## src/rtl/uart_frame_packer_pkg.sv

```systemverilog
// Shared types for the UART frame packer.
// Holds the FSM state encoding and the default sync header byte.
package uart_frame_packer_pkg;

  typedef enum logic [2:0] {
    S_IDLE,
    S_FETCH,
    S_LATCH,
    S_ISSUE,
    S_WAIT
  } state_t;

  localparam logic [7:0] HDR_DEFAULT = 8'h55;

endpackage

```

## src/rtl/uart_frame_packer_gap.sv

```systemverilog
// Saturating inter-byte gap counter.
// Ports: clk, rst (async low), restart (zero the count), gap_met (count at top).
module uart_gap_timer #(
  parameter int GAP_CYCLES = 170
) (
  input  logic clk,
  input  logic rst,
  input  logic restart,
  output logic gap_met
);

  localparam int W = $clog2(GAP_CYCLES);
  localparam logic [W-1:0] TOP = W'(GAP_CYCLES - 1);

  logic [W-1:0] cnt;

  always_ff @(posedge clk or negedge rst) begin
    if (!rst) begin
      cnt <= '0;
    end else if (restart) begin
      cnt <= '0;
    end else if (cnt != TOP) begin
      cnt <= cnt + 1'b1;
    end
  end

  assign gap_met = (cnt == TOP);

endmodule

```

## src/rtl/uart_frame_packer.sv

```systemverilog
// Splits FIFO words into bytes (optional header first) for uarttx.
// Ports: UART_CLK, rst, start, abort, fifo_* , tx_* , busy, frame_done, underflow, word_cnt.
module uart_frame_packer
  import uart_frame_packer_pkg::*;
#(
  parameter int         DATA_W      = 24,
  parameter int         HDR_EN      = 1,
  parameter logic [7:0] HDR_BYTE    = HDR_DEFAULT,
  parameter int         FRAME_WORDS = 2000,
  parameter int         GAP_CYCLES  = 170,
  parameter int         CNT_W       = 16
) (
  input  logic              UART_CLK,
  input  logic              rst,
  input  logic              start,
  input  logic              abort,
  input  logic              fifo_empty,
  input  logic [DATA_W-1:0] fifo_q,
  output logic              fifo_rdreq,
  input  logic              tx_idle,
  output logic [7:0]        tx_data,
  output logic              tx_wrsig,
  output logic              busy,
  output logic              frame_done,
  output logic              underflow,
  output logic [CNT_W-1:0]  word_cnt
);

  localparam int BYTES = DATA_W / 8;
  localparam int IW    = $clog2(BYTES + 1);

  state_t            state, next;
  logic [DATA_W-1:0] shreg;
  logic [IW-1:0]     idx;
  logic              first;
  logic              go;
  logic              gap_met;
  logic              last_byte;
  logic              last_word;

  uart_gap_timer #(
    .GAP_CYCLES(GAP_CYCLES)
  ) u_gap (
    .clk    (UART_CLK),
    .rst    (rst),
    .restart(go),
    .gap_met(gap_met)
  );

  assign last_byte = (idx == IW'(BYTES));
  assign last_word = (FRAME_WORDS != 0) &&
                     (word_cnt == CNT_W'(FRAME_WORDS - 1));
  assign busy      = (state != S_IDLE);

  always_ff @(posedge UART_CLK or negedge rst) begin
    if (!rst) state <= S_IDLE;
    else      state <= next;
  end

  // First byte of a frame skips the gap; uarttx must still be free.
  always_comb begin
    next       = state;
    fifo_rdreq = 1'b0;
    frame_done = 1'b0;
    go         = 1'b0;
    unique case (state)
      S_IDLE: begin
        if (start) next = S_FETCH;
      end
      S_FETCH: begin
        if (abort) begin
          next = S_IDLE;
        end else if (!fifo_empty) begin
          fifo_rdreq = 1'b1;
          next       = S_LATCH;
        end
      end
      S_LATCH: next = S_ISSUE;
      S_ISSUE: begin
        if (!tx_idle && (gap_met || first)) begin
          go   = 1'b1;
          next = S_WAIT;
        end
      end
      S_WAIT: begin
        if (!last_byte) begin
          next = S_ISSUE;
        end else if (last_word) begin
          frame_done = 1'b1;
          next       = S_IDLE;
        end else if (abort) begin
          next = S_IDLE;
        end else begin
          next = S_FETCH;
        end
      end
      default: next = S_IDLE;
    endcase
  end

  // tx_data and tx_wrsig register together on go so data is
  // already stable in the wrsig cycle.
  always_ff @(posedge UART_CLK or negedge rst) begin
    if (!rst) begin
      shreg     <= '0;
      idx       <= '0;
      first     <= 1'b0;
      tx_data   <= '0;
      tx_wrsig  <= 1'b0;
      word_cnt  <= '0;
      underflow <= 1'b0;
    end else begin
      tx_wrsig <= go;
      if (state == S_IDLE && start) begin
        word_cnt  <= '0;
        underflow <= 1'b0;
        first     <= 1'b1;
      end
      if (state == S_FETCH && !abort && fifo_empty &&
          word_cnt != '0) begin
        underflow <= 1'b1;
      end
      if (state == S_LATCH) begin
        shreg <= fifo_q;
        idx   <= (HDR_EN != 0) ? IW'(0) : IW'(1);
      end
      if (go) begin
        first <= 1'b0;
        if (idx == '0) begin
          tx_data <= HDR_BYTE;
        end else begin
          tx_data <= shreg[DATA_W-1 -: 8];
          shreg   <= shreg << 8;
        end
      end
      if (state == S_WAIT) begin
        if (!last_byte) idx <= idx + 1'b1;
        else            word_cnt <= word_cnt + 1'b1;
      end
    end
  end

endmodule

```

## config.mk

```make
export PLATFORM = sky130hd
export DESIGN_NAME = uart_frame_packer
export DESIGN_NICKNAME = d
export VERILOG_FILES = /design/src/rtl/uart_frame_packer_pkg.sv /design/src/rtl/uart_frame_packer_gap.sv /design/src/rtl/uart_frame_packer.sv
export SDC_FILE = /design/constraint.sdc
export NUM_CORES = 1
export LEC_CHECK = 0
export CAP_MARGIN = 20
export CORE_ASPECT_RATIO = 1.1
export CORE_MARGIN = 5
export CORE_UTILIZATION = 50
export DETAILED_ROUTE_END_ITERATION = 10
export GPL_TIMING_DRIVEN = 0
export HOLD_SLACK_MARGIN = 0.05
export PLACE_DENSITY = 0.77
export SLEW_MARGIN = 20
export SYNTH_ARGS = -nofsm -noshare
export SYNTH_HDL_FRONTEND = slang
export SYNTH_SLANG_ARGS = --single-unit
```

## constraint.sdc

```tcl
create_clock -name UART_CLK -period 2.55 [get_ports UART_CLK]
set_input_delay 0.255 -clock UART_CLK [delete_from_list [all_inputs] [get_ports UART_CLK]]
set_output_delay 0.255 -clock UART_CLK [all_outputs]
set_load 0.005 [all_outputs]
```

Word-level counts from Yosys, hierarchy flattened
Cells that the tools add are included.
{ "classes": {"add_sub_neg": 3, "eq_ne": 11, "mux": 32, "reduce_logical": 16} }
{ "op_table": {"columns": ["op", "count"], "rows": [
  ["$mux 24", 3],
  ["$mux 16", 3],
  ["$mux 8", 3],
  ["$add 16x1->16 const B", 1],
  ["$eq 16x11->1 const B", 1],
  ["$reduce_bool 16->1", 1],
  ["$pmux 3 s5", 1],
  ["$mux 1", 14],
  ["$mux 3", 4],
  ["$add 8x1->8 const B", 1],
  ["$eq 8x8->1 const B", 1],
  ["$mux 2", 4],
  ["$ne 8x8->1 const B", 1],
  ["$eq 3x2->1 const B", 2],
  ["$reduce_bool 2->1", 3],
  ["$logic_and 1x1->1", 5],
  ["$ne 2x2->1 const B", 2],
  ["$eq 3x1->1 const B", 1],
  ["$eq 3x3->1 const B", 1],
  ["$logic_not 3->1", 1],
  ["$ne 3x3->1 const B", 1],
  ["$reduce_and 3->1", 1],
  ["$reduce_bool 3->1", 1],
  ["$add 2x1->2 const B", 1],
  ["4 further kinds", 5]
]} }
{ "word_totals": {"register_bits": 64, "inputBits": 30, "output_inout_bits": 29, "wordCells": 71} }

Longest topological paths before layout
Gate-level depths: netlist of run 1.
{ "depth": {"word_depth": 6, "mapped_depth": 8, "mapped_depth_nobuf": 6} }

Hierarchy
A second synthesis of run 1 with hierarchy kept.
{ "unflattened": {"cells_unflattened": 324, "area_unflattened_um2": 3221.8} }
{ "by_module_without_submodules": {"columns": ["module", "n_inst", "cells_per_inst", "area_each_um2", "seq_area_each_um2"], "rows": [
  ["uart_frame_packer", 1, 280, 2761.4, 1401.3],
  ["uart_gap_timer", 1, 44, 460.4, 200.2]
]} }

Worst setup path before layout of run 1
Ideal clock, no wire load.
{ "synth_path": {"path_kind": "reg-to-reg", "start": "reg state[2]", "end": "reg shreg[21]", "t_arrival_ns": 1.788, "required_ns": 2.423, "path_slack_ns": 0.634, "stages_incl_launch_ff": 7, "n_path_buf": 2, "synth_period_minus_slack_ns": 1.916, "cell_sequence": "dfrtp_1 buf_6 nand2b_1 nor2_1 clkbuf_1 mux2_2 mux2_1"} }
{ "synth_between": {"elab_chain_len": 4, "elab_cells_between_ends": 6, "classes_between": "eq/ne (2); mux (4)"} }
{ "synth_rtl": {"columns": ["element", "line_no", "text"], "rows": [
  ["start: declaration", "uart_frame_packer.sv:32", "state_t state, next;"],
  ["start signal: assignment", "uart_frame_packer.sv:57", "else state <= next;"],
  ["$eq 3x2->1", "uart_frame_packer.sv:123", "if (state == S_LATCH) begin"],
  ["$mux 24", "uart_frame_packer.sv:123", null],
  ["$mux 24", "uart_frame_packer.sv:129", "if (idx == '0) begin"],
  ["$mux 24 *", "uart_frame_packer.sv:127", "if (go) begin"],
  ["end signal: assignment", "uart_frame_packer.sv:124", "shreg <= fifo_q;"],
  ["end signal: assignment", "uart_frame_packer.sv:133", "shreg <= shreg << 8;"],
  ["end: declaration", "uart_frame_packer.sv:33", "logic [DATA_W-1:0] shreg;"]
]} }
Every way passes the cells marked *; elsewhere a longest branch is shown, timed or not.
A chain may end at the register's enable or synchronous reset.

Worst setup path in the final report of run 1
{ "layout_path": {"start": "reg word_cnt[11]", "end": "out frame_done"} }
{ "layout_between": {"elab_chain_len": 4} }
{ "layout_rtl": {"columns": ["element", "line_no", "text"], "rows": [
  ["start: declaration", "uart_frame_packer.sv:26", "output logic [CNT_W-1:0] word_cnt"],
  ["start signal: assignment", "uart_frame_packer.sv:138", "else word_cnt <= word_cnt + 1'b1;"],
  ["$eq 16x11->1", "uart_frame_packer.sv:52", "(word_cnt == CNT_W'(FRAME_WORDS - 1));"],
  ["$mux 1", "uart_frame_packer.sv:88", "end else if (last_word) begin"],
  ["$mux 1", "uart_frame_packer.sv:86", "if (!last_byte) begin"],
  ["$mux 1", "uart_frame_packer.sv:66", "unique case (state)"],
  ["end: declaration", "uart_frame_packer.sv:24", "output logic frame_done,"]
]} }
Every way passes these cells.

==> results of run 1 <==
layer usage:
| metal | up-vias | GRT usage [%] | part of all wire (%) |
|---|---|---|---|
| met2 | 49 | 30.2 | 51 |
| met1 | 1173 | 22.5 | 43 |
| met3 | 11 | 3.77 | 4.5 |
| met4 | 0 | 8.31 | 1.8 |
| li1 | 1181 | - | - |
| met5 | - | 0 | 0 |
cell usage in the layout (no fill, tap or decap), types with 2 or more instances in the layout:
| cell | synthesis | layout |
|---|---|---|
| or2_2 | 2 | 2 |
| nand2_1 | 36 | 36 |
| inv_1 | 13 | 13 |
| bufinv_16 | 0 | 2 |
| xnor2_1 | 2 | 2 |
| o211ai_1 | 2 | 2 |
| nand2b_1 | 5 | 5 |
| nor2_1 | 12 | 11 |
| buf_4 | 1 | 5 |
| nor4_1 | 3 | 3 |
| nor3_1 | 5 | 5 |
| clkinv_4 | 0 | 2 |
| dfrtp_1 | 64 | 63 |
| mux2_1 | 7 | 7 |
| buf_2 | 4 | 4 |
| xor2_1 | 5 | 5 |
| and3_1 | 4 | 4 |
| mux2_2 | 25 | 25 |
| clkbuf_8 | 0 | 10 |
| buf_6 | 4 | 4 |
| or4_4 | 0 | 2 |
| nand3_1 | 17 | 17 |
| clkbuf_1 | 5 | 5 |
| clkdlybuf4s50_1 | 0 | 56 |
| mux2i_1 | 10 | 10 |
| ha_1 | 6 | 6 |
| a21oi_1 | 13 | 13 |
| a22o_1 | 6 | 6 |
| nand4_1 | 5 | 5 |
| o31ai_1 | 2 | 2 |
| clkinvlp_4 | 0 | 2 |
| o32a_1 | 4 | 4 |
| o21ai_0 | 3 | 3 |
| or3_1 | 4 | 4 |
| o41ai_1 | 2 | 2 |
stage by stage:
step / std cells / worst slack (ns) / cell area [um2]
finish: 449 / 0.127 / 4180
global route: 449 / 0.0599 / 4180
CTS: 449 / 0.133 / 4180
detailed placement: 429 / 0.0897 / 3910
global placement: 428 / -0.883 / 3890
floorplan: 290 / 0.634 / 3210
final cells by class:
cell class              instances  area (um2)
fillers                       490        2010
repair buffers                 63         637
clock buffers                  10         138
plain buffers                  14        91.3
multi-input cells             198        1470
flip-flops and latches         64        1600
clock inverters                 6        92.6
well taps                      80         100
inverters                      14        55.1
state kept, by name (all words and copies together) (netlist names):
| signal | flops |
|---|---|
| idx | 2 |
| tx_wrsig | 1 |
| state | 3 |
| shreg | 24 |
| word_cnt | 16 |
| tx_data | 8 |
| underflow | 1 |
| first | 1 |
| u_gap.cnt | 8 |
cells by family (layout without fill, tap and decap cells):
family          count (synthesis)  in the layout
mux                            43             43
compound gates                 37             37
fa+ha+maj                       6              6
buf+inv                        28            107
xor+xnor                        7              7
flops                          64             64
simple gates                  105            105
power by group:
group	switching, uW	internal [uW]	total (uW)
clock network	412	580	992
registers	265	1380	1640
logic	549	750	1300
worst reg2reg max path: cells and delay by family, from the launching register on:
| family | cells | cell delay, ns |
|---|---|---|
| AND/OR/NAND/NOR | 2 | 0.50 |
| buffers and inverters | 2 | 0.55 |
| flip-flops | 1 | 0.37 |
| multiplexers | 2 | 0.66 |
worst max path at each step:
stage | cells past startpoint | from | to
after floorplan | 6 | state[2]$_DFFE_PN0P_ | shreg[21]$_DFF_PN0_
after global placement | 1 | rst | shreg[10]$_DFF_PN0_
after detailed placement | 4 | word_cnt[11]$_DFF_PN0_ | frame_done
after CTS | 4 | word_cnt[11]$_DFF_PN0_ | frame_done
after global routing | 4 | word_cnt[11]$_DFF_PN0_ | frame_done
final | 4 | word_cnt[11]$_DFF_PN0_ | frame_done
what timing repair did:
item                                    CTS  global route
buffers inserted                          3             0
endpoints found under the hold margin    19             0
resized for setup                         5             0
hold buffers                              1             0
endpoints found under the setup margin    1             0
==> results_dict.tcl, run 1 <==
set metrics [dict create \
    end_kind "output port" \
    finalSetupViolCount 0 \
    cp_top_family "simple AND/OR/NAND/NOR gates" \
    holdWs_ns 0.339 \
    path_max_fanout 2 \
    cts_sinks 64 \
    grt_max_degree 46 \
    yosysTopAreaCellShare_pct 50.0 \
    path_cells "or4_4 -> or4_4 -> nor2_2 -> dlygate4sd2_1" \
    cpPeakStageDelay_ns 0.54 \
    io_pins 59 \
    timing.rr.end "shreg[22]$_DFF_PN0_" \
    synth.area.top_cells "dfrtp_1 50%, mux2_2 8.8%, nand2_1 4.2%" \
    die_area_um2 8110 \
    path_common_cell "or4_4" \
    postRouteAntennaNets 0 \
    synth-simple-area-share_pct 17.5 \
    syn_to_final_growth_pct 30.5 \
    synth_compound_area_share_pct 8.90 \
    hold_violations 0 \
    htree_levels 3 \
    synthAdderAreaFrac_pct 2.34 \
    wire_per_inst_um 15.0 \
    reg2regPathDepth 6 \
    port_buffers 58 \
    finalMaxSlewViolations 0 \
    total_power_uw 3930 \
    fin_skew_ns 0.00572 \
    vias_per_cell 5.38 \
    status "completed" \
    rr_startpoint "state[2]$_DFFE_PN0P_" \
    synth_top_area_cell "dfrtp_1" \
    timing_worst_setup_path_type "reg2out" \
    cp_data_required_time_ns 2.30 \
    grt_pass1_wl_um 11600 \
    root_buffer "clkbuf_8" \
    arrival_ns 2.17 \
    fin_crit_sh_pct 95.0 \
    p_leak_uw 0.00182 \
    grt_antenna_before_repair 0 \
    dp_hpwl_um 4980 \
    synth_nets 326 \
    critPathBufInv 1 \
    synth-xor-area-share_pct 1.91 \
    ir_worst_vdd_uv 543 \
    fin_nets 400 \
    num_vias 2414 \
    coreArea_um2 6190 \
    die_w_um 86.3 \
    clkTransAtPathRegs_ns 0.07 \
    slew-limit-headroom_pct 67.7 \
    start_kind "flip-flop" \
    fp.dieH_um 94.0 \
    grt.overflow.total 0 \
    antenna_cells 0 \
    numCtsBuffers 9 \
    synthTopCellsByCount "64 x dfrtp_1, 36 x nand2_1, 25 x mux2_2" \
    tightest_slew_ns 0.482 \
    grt_usage_pct 18.2 \
    routabilityCongestion 0.784 \
    async_reset_ff_share_pct 100 \
    finish.utilization_pct 67.6 \
    max_freq_mhz 413 \
    first_pass_iters 4 \
    synth_top_family_by_area "simple AND/OR/NAND/NOR gates" \
    clk_path_buf_depth 2 \
    initial_core_util_pct 51.8 \
    syn_inst 290 \
    maxCapViolCount 0 \
    fin_tns_setup_ns 0 \
    yosysWarnings 0 \
    min_path_type "in2async" \
    rsz0062_at_grt "false" \
    drt-total-wl_um 6740 \
    drt_iter0_markers 126 \
    postSynthAreaPerCell_um2 11.1 \
    power_density_nw_per_um2 940 \
    syn-cell-area_um2 3210 \
    layout-drive-gt1-share_pct 19.0 \
    synthMuxAreaShare_pct 14.8 \
    critPathSlowestCell "or4_4" \
    ys_types 47 \
    cts_tree "built" \
    drc_errors 0 \
    seq_area_frac_synth_pct 50.0 \
    clock_insertion_delay_worst_skew_ns 0.34 \
    synth-edff-count 0 \
    synth-seq-cells 64 \
    fp-row-count 30 \
    synth.most_common_cell "dfrtp_1" \
    ff2ff_setup_slack_ns 0.36 \
    grt_pass1_vias 2487 \
    post-route-min-period_ns 2.42 \
    synthFlopType "dfrtp_1" \
]
Power figures use the tool's default switching activity.
==> run 2, diff against run 1 <==
--- a/config.mk
+++ b/config.mk
@@ -5,6 +5,7 @@
 export SDC_FILE = /design/constraint.sdc
 export NUM_CORES = 1
 export LEC_CHECK = 0
+export ABC_AREA = 0
 export CAP_MARGIN = 20
 export CORE_ASPECT_RATIO = 1.1
 export CORE_MARGIN = 5
==> results of run 2 <==
Same layout as run 1: the final DEF is identical, and so are final timing and power.
==> RTL edit 1 (settings of run 1) <==
`HDR_EN`: 1 -> 0.
--- a/src/rtl/uart_frame_packer.sv
+++ b/src/rtl/uart_frame_packer.sv
@@ -6,3 +6,3 @@
   parameter int         DATA_W      = 24,
-  parameter int         HDR_EN      = 1,
+  parameter int         HDR_EN      = 0,
   parameter logic [7:0] HDR_BYTE    = HDR_DEFAULT,
Check against the original RTL: not equivalent (a bounded check fails within 10 cycles, from zero or initial values and one cycle with rst low).
==> RTL edit 1 against run 1 <==
- final area down 4.0%
- setup slack better by 0.040 ns
- sequential power down 4%
- critical path depth unchanged
- sequential cell count unchanged
- wire length down 1.2%
- utilization down 1.9 points
- synthesized area down 3.0%
- total power down 7.6%
==> RTL edit 1: results (changes against run 1) <==
CTS
  – Clock tree buffer depth: 2 (unchanged)
  – Post-CTS Setup Inserts: 0 (was 3)
  – Worst-skew pair later-pin latency: 0.35 ns
  – H-tree Lvls: 3 (unchanged)
  – CTS Hold Buffers Added: 1 (unchanged)
  – CTS root buf: clkbuf_8 (unchanged)
  – Post_cts resized: 0 (was 5)
  – TritonCTS Buffers: 9 (unchanged)
  – Clock slew at reported path FFs: 0.09 ns (was 0.07 ns)

Finish
  – Final net count: 392 (was 400)
  – Antenna diode count: 0 (unchanged)
  – Filler cells: 498 (was 490)
  – Proportion of layout cells with a drive suffix above 1: 17.5% (was 19.0%)
  – Syn-to-layout area delta: 29.1% (was 30.5%)
  – Top flop regs: shreg (24), word_cnt (16) (unchanged)

Placed design
  – Post-DP HPWL: 4780 um (was 4980 um)
  – Port Buffers: 58 (unchanged)
  – Place WS: 0.216 ns (was 0.0897 ns)
  – GPL Wtd Cong: 0.828 (was 0.784)
  – Placed Area: 3810 sq um (was 3910 sq um)
  – Post-Place Cells: 423 (was 429)

Synth
  – Post-synthesis sequential area ratio: 51.5% (was 50.0%)
  – Synth unique cells: 48 (was 47)
  – Async set or reset register ratio after synthesis: 100% (unchanged)
  – Commonest cells in the synthesized netlist: 64 x dfrtp_1, 37 x nand2_1, 32 x mux2_2 (was 64 x dfrtp_1, 36 x nand2_1, 25 x mux2_2)
  – Most area-consuming cells after synthesis: dfrtp_1 51%, mux2_2 12%, nand2_1 4.5% (was dfrtp_1 50%, mux2_2 8.8%, nand2_1 4.2%)
  – Synth Warn #: 0 (unchanged)
  – Syn Nets: 321 (was 326)
  – Synth Instances: 284 (was 290)

Route
  – Starting DRT DRC Count: 82 (was 126)
  – Vias: 2363 (was 2414)
  – Wirelength per Cell: 15.1 um (was 15.0 um)
  – Drt pass-1 iters: 4 (unchanged)
  – Final WL: 6660 um (was 6740 um)

Timing
  – Rel. slew slack: 60.9% (was 67.7%)
  – TNS Setup: 0 ns (unchanged)
  – Minimum clock period: 2.38 ns (was 2.42 ns)
  – WHS: 0.362 ns (was 0.339 ns)
  – Clock Skews: 0.0154 ns (was 0.00572 ns)

Global routing
  – Antenna violations before repair: 0 (unchanged)
  – Pin count of the biggest net entering global routing: 41 (was 46)
  – Global-route wire length before repair: 11100 um (was 11600 um)
  – GR Util All Layers: 17.9% (was 18.2%)

Power
  – NetSw: 0.00119 W (was 0.00123 W)
  – Leak: 1.71 nW (was 1.82 nW)
  – Peak supply drop: 0.000546 V (was 0.000543 V)

Setup path
  – CP max stage delay: 0.54 ns (about the same)
  – CP max-delay cell: clkdlybuf4s50_1 (was or4_4)
  – Reg-to-reg slack, setup: 0.35 ns
  – Worst-path maximum fanout: 10 (was 2)

Hold path
  – Worst Hold Class: in -> async (unchanged)

Outcome
  – Status: complete, no violations (unchanged)
## RTL edit 1: power groups by stage
stage,clock network [W],registers [W],logic [W]
global route,0.000879,0.00163,0.00139
finish,0.000806,0.00158,0.00124
global placement,0,0.00159,0.00120
detailed placement,0,0.00160,0.00125
floorplan,0,0.00155,0.000881
CTS,0.000829,0.00159,0.00125
## RTL edit 1: cell families (layout without fill, tap and decap cells)
logic type / after synthesis / count (layout) / share of synthesized area [%]
fa+ha+maj: 7 / 7 / 2.82
buf+inv: 24 / 100 / 3.62
mux: 37 / 37 / 13.2
flops: 64 / 64 / 51.5
compound gates: 48 / 48 / 10.6
xor+xnor: 7 / 7 / 1.97
simple gates: 97 / 97 / 16.3
## RTL edit 1: cell type report
cell class / count / share of cell area, %
multi-input combinational: 196 / 35.1
clock inverter: 7 / 1.50
buffer: 12 / 1.59
timing repair buffer: 60 / 15.1
clock buffer: 9 / 3.08
sequential: 64 / 39.9
tap: 80 / 2.49
inverter: 12 / 1.25
## RTL edit 1: worst paths after layout
path	startpoint	endpoint	depth (start not counted)
min reg2reg	shreg[21]	tx_data[5]	1
max reg2reg	idx[0]	shreg[17]	7
max in group asynchronous	rst	tx_data[1]	3
max	state[1]	fifo_rdreq	4
min	rst	shreg[11]	2
min in group UART_CLK	fifo_q[6]	shreg[6]	3
## RTL edit 1: per-layer routing
metal	global-route usage (%)	vias to the layer above	share of wire, %
met3	5.34	8	6.3
li1	-	1168	-
met2	29.7	61	50
met5	0	-	0
met4	7.52	0	1.1
met1	21.5	1126	43
## RTL edit 1: critical path: cells and delay by family, from the launching register on
kind,cells,cell delay [ns]
buf+inv,2,0.76
simple gates,2,0.61
flops,1,0.41
==> RTL edit 2 (settings of run 1) <==
Without the edit above. Encoding of `state_t`: now one-hot (5 bits for 5 states).
--- a/src/rtl/uart_frame_packer_pkg.sv
+++ b/src/rtl/uart_frame_packer_pkg.sv
@@ -4,8 +4,8 @@
 
-  typedef enum logic [2:0] {
-    S_IDLE,
-    S_FETCH,
-    S_LATCH,
-    S_ISSUE,
-    S_WAIT
+  typedef enum logic [4:0] {
+    S_IDLE  = 5'b00001,
+    S_FETCH = 5'b00010,
+    S_LATCH = 5'b00100,
+    S_ISSUE = 5'b01000,
+    S_WAIT  = 5'b10000
   } state_t;
Formal check against the unedited RTL: same outputs for any inputs over 10 cycles, from zero or initial values and one cycle with rst low; not proved beyond that.
==> RTL edit 2 against run 1 <==
- synthesized cell count grew 14%
- non-clock buffer count shrank 5
- via count grew 8.9%
- sequential cell count grew 2
- setup slack gained 0.068 ns
- wire length grew 4.4%
- final cell count grew 8.7%
- synthesized area grew 0.23%
- utilization shrank 0.93 points
- count of clock-buffer cells in the layout grew 1
- sequential share of layout area grew 1.5 points
- final area shrank 0.78%
- total power shrank 18%
- critical path type unchanged
==> RTL edit 2: results (changes against run 1) <==
Power
  – Leak: 1.88 nW (was 1.82 nW)
  – Peak supply drop: 0.000462 V (was 0.000543 V)

Placed design
  – GPL Wtd Cong: 0.868 (was 0.784)
  – Post-DP HPWL: 5130 um (was 4980 um)

Setup path
  – CP max-delay cell: or3_1 (was or4_4)
  – Reg2reg end: shreg[9] (was shreg[22])
  – Worst EP arrival: 2.10 ns (was 2.17 ns)
  – CP max stage delay: 0.39 ns (was 0.54 ns)

Timing
  – Clock Skews: 0.0118 ns (was 0.00572 ns)
  – Worst Tran Pin Value: 0.498 ns (was 0.482 ns)

Finish
  – Final net count: 439 (was 400)
  – Filler cells: 517 (was 490)
  – Proportion of layout cells with a drive suffix above 1: 8.33% (was 19.0%)

Route
  – Met3 wire length: 293 um (was 304 um)
  – Starting DRT DRC Count: 127 (was 126)
  – Wirelength per Cell: 14.4 um (was 15.0 um)
  – Met1 wire length: 3080 um (was 2890 um)
  – Vias: 2629 (was 2414)

Global routing
  – Met1 usage: 23.9% (was 22.5%)
  – GR Util met3: 3.33% (was 3.77%)
  – Global-route wire length before repair: 11900 um (was 11600 um)
  – Pin count of the biggest net entering global routing: 51 (was 46)

Synth
  – Adder-cell share of the synthesized area: 2.34% (about the same)
  – Synth Area in Compound Gates: 8.57% (was 8.90%)
  – Top-area cell type share of the netlist area: 50.6% (was 50.0%)
  – Post-synthesis sequential area ratio: 51.4% (was 50.0%)

CTS
  – Post-CTS Setup Inserts: 0 (was 3)

Outcome
  – Status: complete, no violations (unchanged)
RTL edit 2: cell types whose count changed after synthesis, sizes merged, moves of 6 or more:
cell | run 1 | this run
a22o | 6 | 0
mux2 | 33 | 2
mux2i | 10 | 25
nand2 | 36 | 70
nand3b | 1 | 7
nor2 | 13 | 20
o21ai | 3 | 27
RTL edit 2: stage by stage:
stage / cell area [sq um] / instances / util (%) / setup WS (ns)
after floorplan: 3210 / 332 / - / 0.817
final: 4150 / 488 / 66.6 / 0.195
after global placement: 3890 / 470 / 62.5 / -0.930
after CTS: 4150 / 488 / 66.6 / 0.166
after detailed placement: 3920 / 471 / 62.9 / 0.203
after global routing: 4150 / 488 / 66.6 / 0.0937
RTL edit 2: cell type report:
type | count | area (sq um) | share of cell area (%)
plain buffers | 12 | 70.1 | 1.69
clock buffers | 11 | 141 | 3.41
clock inverters | 5 | 77.6 | 1.87
inverters | 10 | 37.5 | 0.904
multi-input cells | 244 | 1460 | 35.1
flip-flops and latches | 66 | 1650 | 39.8
well taps | 80 | 100 | 2.41
repair buffers | 60 | 614 | 14.8
RTL edit 2: repair_timing:
action	in CTS	in global routing
gates resized for setup	2	0
setup endpoints to repair	1	0
hold buffers	1	0
endpoints found under the hold margin	16	0
RTL edit 2: power by group:
group	internal, W	leakage [nW]	total, W	switching [W]
clock	0.000574	0.109	0.000969	0.000394
combinational	0.000367	0.895	0.000708	0.000341
sequential	0.00133	0.871	0.00154	0.000207
total	0.00227	1.88	0.00321	0.000943
RTL edit 2: worst reg2reg max path, stage by stage (launching register included):
cell	delay, ns
dfrtp_1	0.37
buf_6	0.13
nor3_1	0.27
nand3b_1	0.18
nor3_1	0.34
clkbuf_1	0.35
o21ai_0	0.16
